## src/rtl/dct_transpose_buf.sv

```systemverilog
// dct_transpose_buf: ping-pong 8x8 transpose buffer, rows in / columns out.
// Define TRANSPOSE_PROTO_CHECK_EN to add the sticky proto_err framing checker.
module dct_transpose_buf #(
    parameter int W = 16
) (
    input  logic                clk,
    input  logic                rst_n,
    input  logic                in_valid,
    input  logic [7:0][W-1:0]   in_data,
    input  logic                in_sob,
    input  logic                in_eob,
    input  logic                in_sof,
    output logic                out_valid,
    output logic [7:0][W-1:0]   out_data,
    output logic                out_sob,
    output logic                out_eob,
`ifdef TRANSPOSE_PROTO_CHECK_EN
    output logic                proto_err,
`endif
    output logic                out_sof
);
    logic [7:0][W-1:0] mem [2][8];
    logic [7:0][W-1:0] col_data;
    logic [2:0] row_cnt, wr_row, rd_col;
    logic       wr_bank, rd_bank, rd_active, done;
    logic [1:0] sof_q;

    assign wr_row = in_sob ? 3'd0 : row_cnt;
    assign done   = in_valid && wr_row == 3'd7;

    always_ff @(posedge clk)
        if (in_valid) mem[wr_bank][wr_row] <= in_data;

    always_comb begin
        col_data = '0;
        for (int r = 0; r < 8; r++) col_data[r] = mem[rd_bank][r][rd_col];
    end

    always_ff @(posedge clk) begin
        if (!rst_n) begin
            row_cnt   <= '0;
            wr_bank   <= 1'b0;
            rd_bank   <= 1'b0;
            rd_col    <= '0;
            rd_active <= 1'b0;
            sof_q     <= '0;
            out_valid <= 1'b0;
            out_sob   <= 1'b0;
            out_eob   <= 1'b0;
            out_sof   <= 1'b0;
            out_data  <= '0;
        end else begin
            if (in_valid) begin
                row_cnt <= wr_row + 3'd1;
                if (in_sob) sof_q[wr_bank] <= in_sof;
                if (wr_row == 3'd7) wr_bank <= ~wr_bank;
            end
            out_valid <= rd_active;
            out_sob   <= rd_active && rd_col == 3'd0;
            out_eob   <= rd_active && rd_col == 3'd7;
            out_sof   <= rd_active && rd_col == 3'd0 && sof_q[rd_bank];
            if (rd_active) out_data <= col_data;
            // a newly completed bank only ever lands on the last column of the previous readout
            if (done) begin
                rd_active <= 1'b1;
                rd_col    <= '0;
                rd_bank   <= wr_bank;
            end else if (rd_active) begin
                rd_col    <= rd_col + 3'd1;
                rd_active <= rd_col != 3'd7;
            end
        end
    end

`ifdef TRANSPOSE_PROTO_CHECK_EN
    always_ff @(posedge clk) begin
        if (!rst_n)
            proto_err <= 1'b0;
        else if (in_valid && ((in_eob && wr_row != 3'd7) || (wr_row == 3'd7 && !in_eob) ||
                              (in_sob && row_cnt != 3'd0)))
            proto_err <= 1'b1;
    end
`else
    logic unused_eob;
    assign unused_eob = in_eob;
`endif
endmodule

```

## config.mk

```make
export PLATFORM = sky130hd
export DESIGN_NAME = dct_transpose_buf
export DESIGN_NICKNAME = d
export VERILOG_FILES = /design/src/rtl/dct_transpose_buf.sv
export SDC_FILE = /design/constraint.sdc
export NUM_CORES = 2
export LEC_CHECK = 0
export CAP_MARGIN = 15
export CORE_UTILIZATION = 40
export DETAILED_ROUTE_END_ITERATION = 8
export DONT_BUFFER_PORTS = 1
export SLEW_MARGIN = 20
export SYNTH_ARGS = -nofsm -noshare
export SYNTH_HDL_FRONTEND = slang
export SYNTH_SLANG_ARGS = --single-unit
```

## constraint.sdc

```tcl
create_clock -name clk -period 33.4 [get_ports clk]
set_input_delay 10.02 -clock clk [delete_from_list [all_inputs] [get_ports clk]]
set_output_delay 10.02 -clock clk [all_outputs]
set_load 0.02 [all_outputs]
```

==> impl_metrics.sql <==
INSERT INTO impl_metrics (metric_group, metric, value, unit) VALUES
('power', 'power_density', '57.6', 'mW/mm²'),
('power', 'ir_drop', '0.0419', 'mV'),
('critical_path', 'timing.critical_path.buf_inv', '3', ''),
('floorplan', 'die-area', '0.209', 'mm²'),
('floorplan', 'num_io_pins', '266', ''),
('hold_path', 'min_path_type', 'reg -> reg', ''),
('grt', 'grt_use_total', '21.0', '%'),
('route', 'drcViolationCount', '0', ''),
('yosys', 'yosys_register_bits', '2192', ''),
('critical_path', 'required', '33840', 'ps'),
('yosys', 'synth_flop_cell', 'sky130_fd_sc_hd__edfxtp_1', ''),
('yosys', 'async_flop_share', '0', '%'),
('critical_path', 'crit_slowest_cell', 'sky130_fd_sc_hd__buf_4', ''),
('critical_path', 'worst_path_most_repeated_cell', 'sky130_fd_sc_hd__buf_4', ''),
('yosys', 'yosys_warn_count', '0', ''),
('yosys', 'synth_edf_count', '2048', ''),
('critical_path', 'setup.worst_path.start_class', 'primary input', ''),
('yosys', 'post-synth-top-count-cell', 'sky130_fd_sc_hd__edfxtp_1', ''),
('yosys', 'netlist.area_leader.share', '74.1', '%'),
('yosys', 'synth_area_leader_cell', 'sky130_fd_sc_hd__edfxtp_1', ''),
('yosys', 'syn_nets', '4861', ''),
('grt', 'grt_remaining_overflow', '0', ''),
('floorplan', 'fp.dieH', '458', 'µm'),
('sta', 'worst_clock_skew', '25.6', 'ps'),
('yosys', 'yosys-top-cells-count', 'sky130_fd_sc_hd__edfxtp_1, sky130_fd_sc_hd__mux2i_1, sky130_fd_sc_hd__nand3_1, sky130_fd_sc_hd__a22oi_1, sky130_fd_sc_hd__nand2_1', ''),
('layout', 'register_area', '0.0644', 'mm²'),
('critical_path', 'critical_path.top_delay_family', 'buffers and inverters', ''),
('grt', 'grt_pass1_vias', '40235', ''),
('route', 'routed_wl', '223000', 'µm'),
('route', 'dr.first_iter.drc_count', '3757', ''),
('grt', 'grt_antenna_before_repair', '10', ''),
('sta', 'finalCritPeriodShare', '38.8', '%'),
('layout', 'drive_above_1_share', '8.17', '%'),
('sta', 'max_freq', '77.2', 'MHz'),
('cts', 'cts.reportedPaths.clkPinSlew', '70', 'ps'),
('cts', 'cts_max_level', '4', ''),
('critical_path', 'crit_path_cell_trace', 'nand2b_1 -> inv_1 -> nand2_1 -> nor2_4 -> buf_4 -> buf_4', ''),
('sta', 'setup_viol_count_final', '0', ''),
('sta', 'slew-limit-headroom', '25.4', '%'),
('power', 'cellLeakagePower', '27.4', 'nW'),
('floorplan', 'fp.dieW', '458', 'µm'),
('critical_path', 'timing.critical_path.arrival', '13400', 'ps'),
('sta', 'final_critical_path_setup_slack', '20440', 'ps'),
('yosys', 'post_synth.cell_area_avg', '17.6', 'µm²'),
('layout', 'num-fill-cells', '17420', ''),
('route', 'drtPass1Iterations', '5', ''),
('sta', 'fin_setup_tns', '0', 'ps'),
('sta', 'finalHoldViolCount', '0', ''),
('floorplan', 'placementRows', '166', ''),
('cts', 'tritoncts_clock_tree', 'yes', ''),
('layout', 'area.growth.synth_to_final', '11.2', '%'),
('cts', 'cts_buffer_depth', '3', ''),
('critical_path', 'reg2reg_setup_slack', '26980', 'ps'),
('layout', 'multiInputGateArea', '0.0173', 'mm²'),
('yosys', 'ys_seq_area_share', '77.5', '%'),
('cts', 'postCtsResizedCells', '0', ''),
('critical_path', 'max_stage_delay', '850', 'ps'),
('floorplan', 'initial_utilization', '40.4', '%'),
('sta', 'tightestPinTransition', '1120', 'ps'),
('sta', 'rsz0062_at_grt', 'false', ''),
('placed_design', 'gp_routability_congestion', '0.842', ''),
('route', 'vias', '42521', ''),
('job', 'max_cap_viol_count', '0', ''),
('layout', 'layout.nets', '4866', ''),
('route', 'wl_per_cell', '29.4', 'µm'),
('floorplan', 'core_area', '0.205', 'mm²'),
('yosys', 'synth_cell_types', '26', ''),
('status', 'run_status', 'finished, final reports clean', ''),
('cts', 'worst_skew_late_latency', '840', 'ps'),
('critical_path', 'worst-setup-path-type', 'in -> reg', ''),
('cts', 'cts-buffers-inserted', '203', '');
## worst paths after layout
kind / depth (start not counted) / from / end
worst max-delay path: 6 / in_sob / mem[1][21]
worst min-delay path: 2 / sof_q[0] / sof_q[0]
worst max register to register: 9 / flip-flop / out_data[102]
worst min register to register: 2 / sof_q[0] / sof_q[0]
## kinds of logic (layout without fill, tap and decap cells)
group,Yosys count,after routing,share of synthesized area (%)
AO/OA/AOI/OAI,517,517,4.29
XOR/XNOR,2,2,0.0211
adder cells (fa/ha/maj),5,5,0.0753
buffers and inverters,280,464,1.85
flip-flops,2192,2192,77.5
multiplexers,1030,1030,12.4
other,0,2,0
AND/OR/NAND/NOR,696,696,3.81
## power by group
group	internal, mW	switching (mW)	leakage [nW]
clock	1.28	0.984	3.23
combinational	0.00720	0.0185	4.46
sequential	3.02	0.00358	19.7
total	4.31	1.01	27.4
## per-stage QoR
| step | total power [mW] | hold WS, ps | instances | instance area [µm²] | utilization (%) |
|---|---|---|---|---|---|
| finish | 5.31 | 480 | 7596 | 92300 | 44.9 |
| global route | 5.46 | 521 | 7595 | 92300 | 44.9 |
| CTS | 5.35 | 484 | 7594 | 92300 | 44.9 |
| detailed placement | 3.11 | 473 | 7210 | 85800 | 41.7 |
| global placement | 3.11 | 460 | 7210 | 85800 | 41.7 |
| floorplan | 3.10 | 443 | 4722 | 83000 | - |
## tightest hold or removal path: stages, from the launching register on
cell and delay (ps):
sky130_fd_sc_hd__dfxtp_1 310, sky130_fd_sc_hd__nand2_1 50, sky130_fd_sc_hd__a21boi_0 70
## sequential cells by signal (all words and copies together), names as in the netlist, named ones only
signal	count
mem	2048
out_data	128
rd_col	3
row_cnt	3
sof_q	2
out_eob	1
out_sob	1
out_sof	1
out_valid	1
rd_active	1
rd_bank	1
wr_bank	1
## metal layers
| layer | global-route usage (%) | part of all wire [%] | up-vias |
|---|---|---|---|
| met1 | 27.2 | 40 | 22215 |
| met4 | 10.9 | 5.5 | 0 |
| met5 | 0 | 0 | - |
| met3 | 4.22 | 6.6 | 314 |
| met2 | 33.5 | 48 | 1357 |
| li1 | - | - | 18635 |
## placed cells by master, fill, tap and decap left out, types with 2 or more instances in the layout
cell type,count
sky130_fd_sc_hd__a21boi_0,4
sky130_fd_sc_hd__a21oi_1,128
sky130_fd_sc_hd__a22oi_1,384
sky130_fd_sc_hd__and2_1,3
sky130_fd_sc_hd__buf_12,12
sky130_fd_sc_hd__buf_4,64
sky130_fd_sc_hd__bufinv_16,14
sky130_fd_sc_hd__clkbuf_1,43
sky130_fd_sc_hd__clkbuf_16,210
sky130_fd_sc_hd__clkbuf_8,11
sky130_fd_sc_hd__clkinv_1,40
sky130_fd_sc_hd__clkinv_2,51
sky130_fd_sc_hd__clkinv_4,5
sky130_fd_sc_hd__clkinvlp_4,4
sky130_fd_sc_hd__dfxtp_1,143
sky130_fd_sc_hd__diode_2,2
sky130_fd_sc_hd__edfxtp_1,2048
sky130_fd_sc_hd__ha_1,5
sky130_fd_sc_hd__inv_1,4
sky130_fd_sc_hd__inv_6,5
sky130_fd_sc_hd__mux2i_1,1030
sky130_fd_sc_hd__nand2_1,267
sky130_fd_sc_hd__nand2b_1,2
sky130_fd_sc_hd__nand3_1,388
sky130_fd_sc_hd__nor2_1,3
sky130_fd_sc_hd__nor2_4,7
sky130_fd_sc_hd__nor2b_1,7
sky130_fd_sc_hd__nor2b_4,4
sky130_fd_sc_hd__nor3_2,8
sky130_fd_sc_hd__nor4_2,2
sky130_fd_sc_hd__xnor2_1,2
## cell type report
type	count	share of cell area (%)
clock buffer	264	6.03
sequential	2192	69.8
tap	2688	3.64
antenna	2	0.00542
multi-input combinational	2250	18.7
clock inverter	120	1.05
timing repair buffer	76	0.781
inverter	4	0.0163
Power figures use the tool's default switching activity.
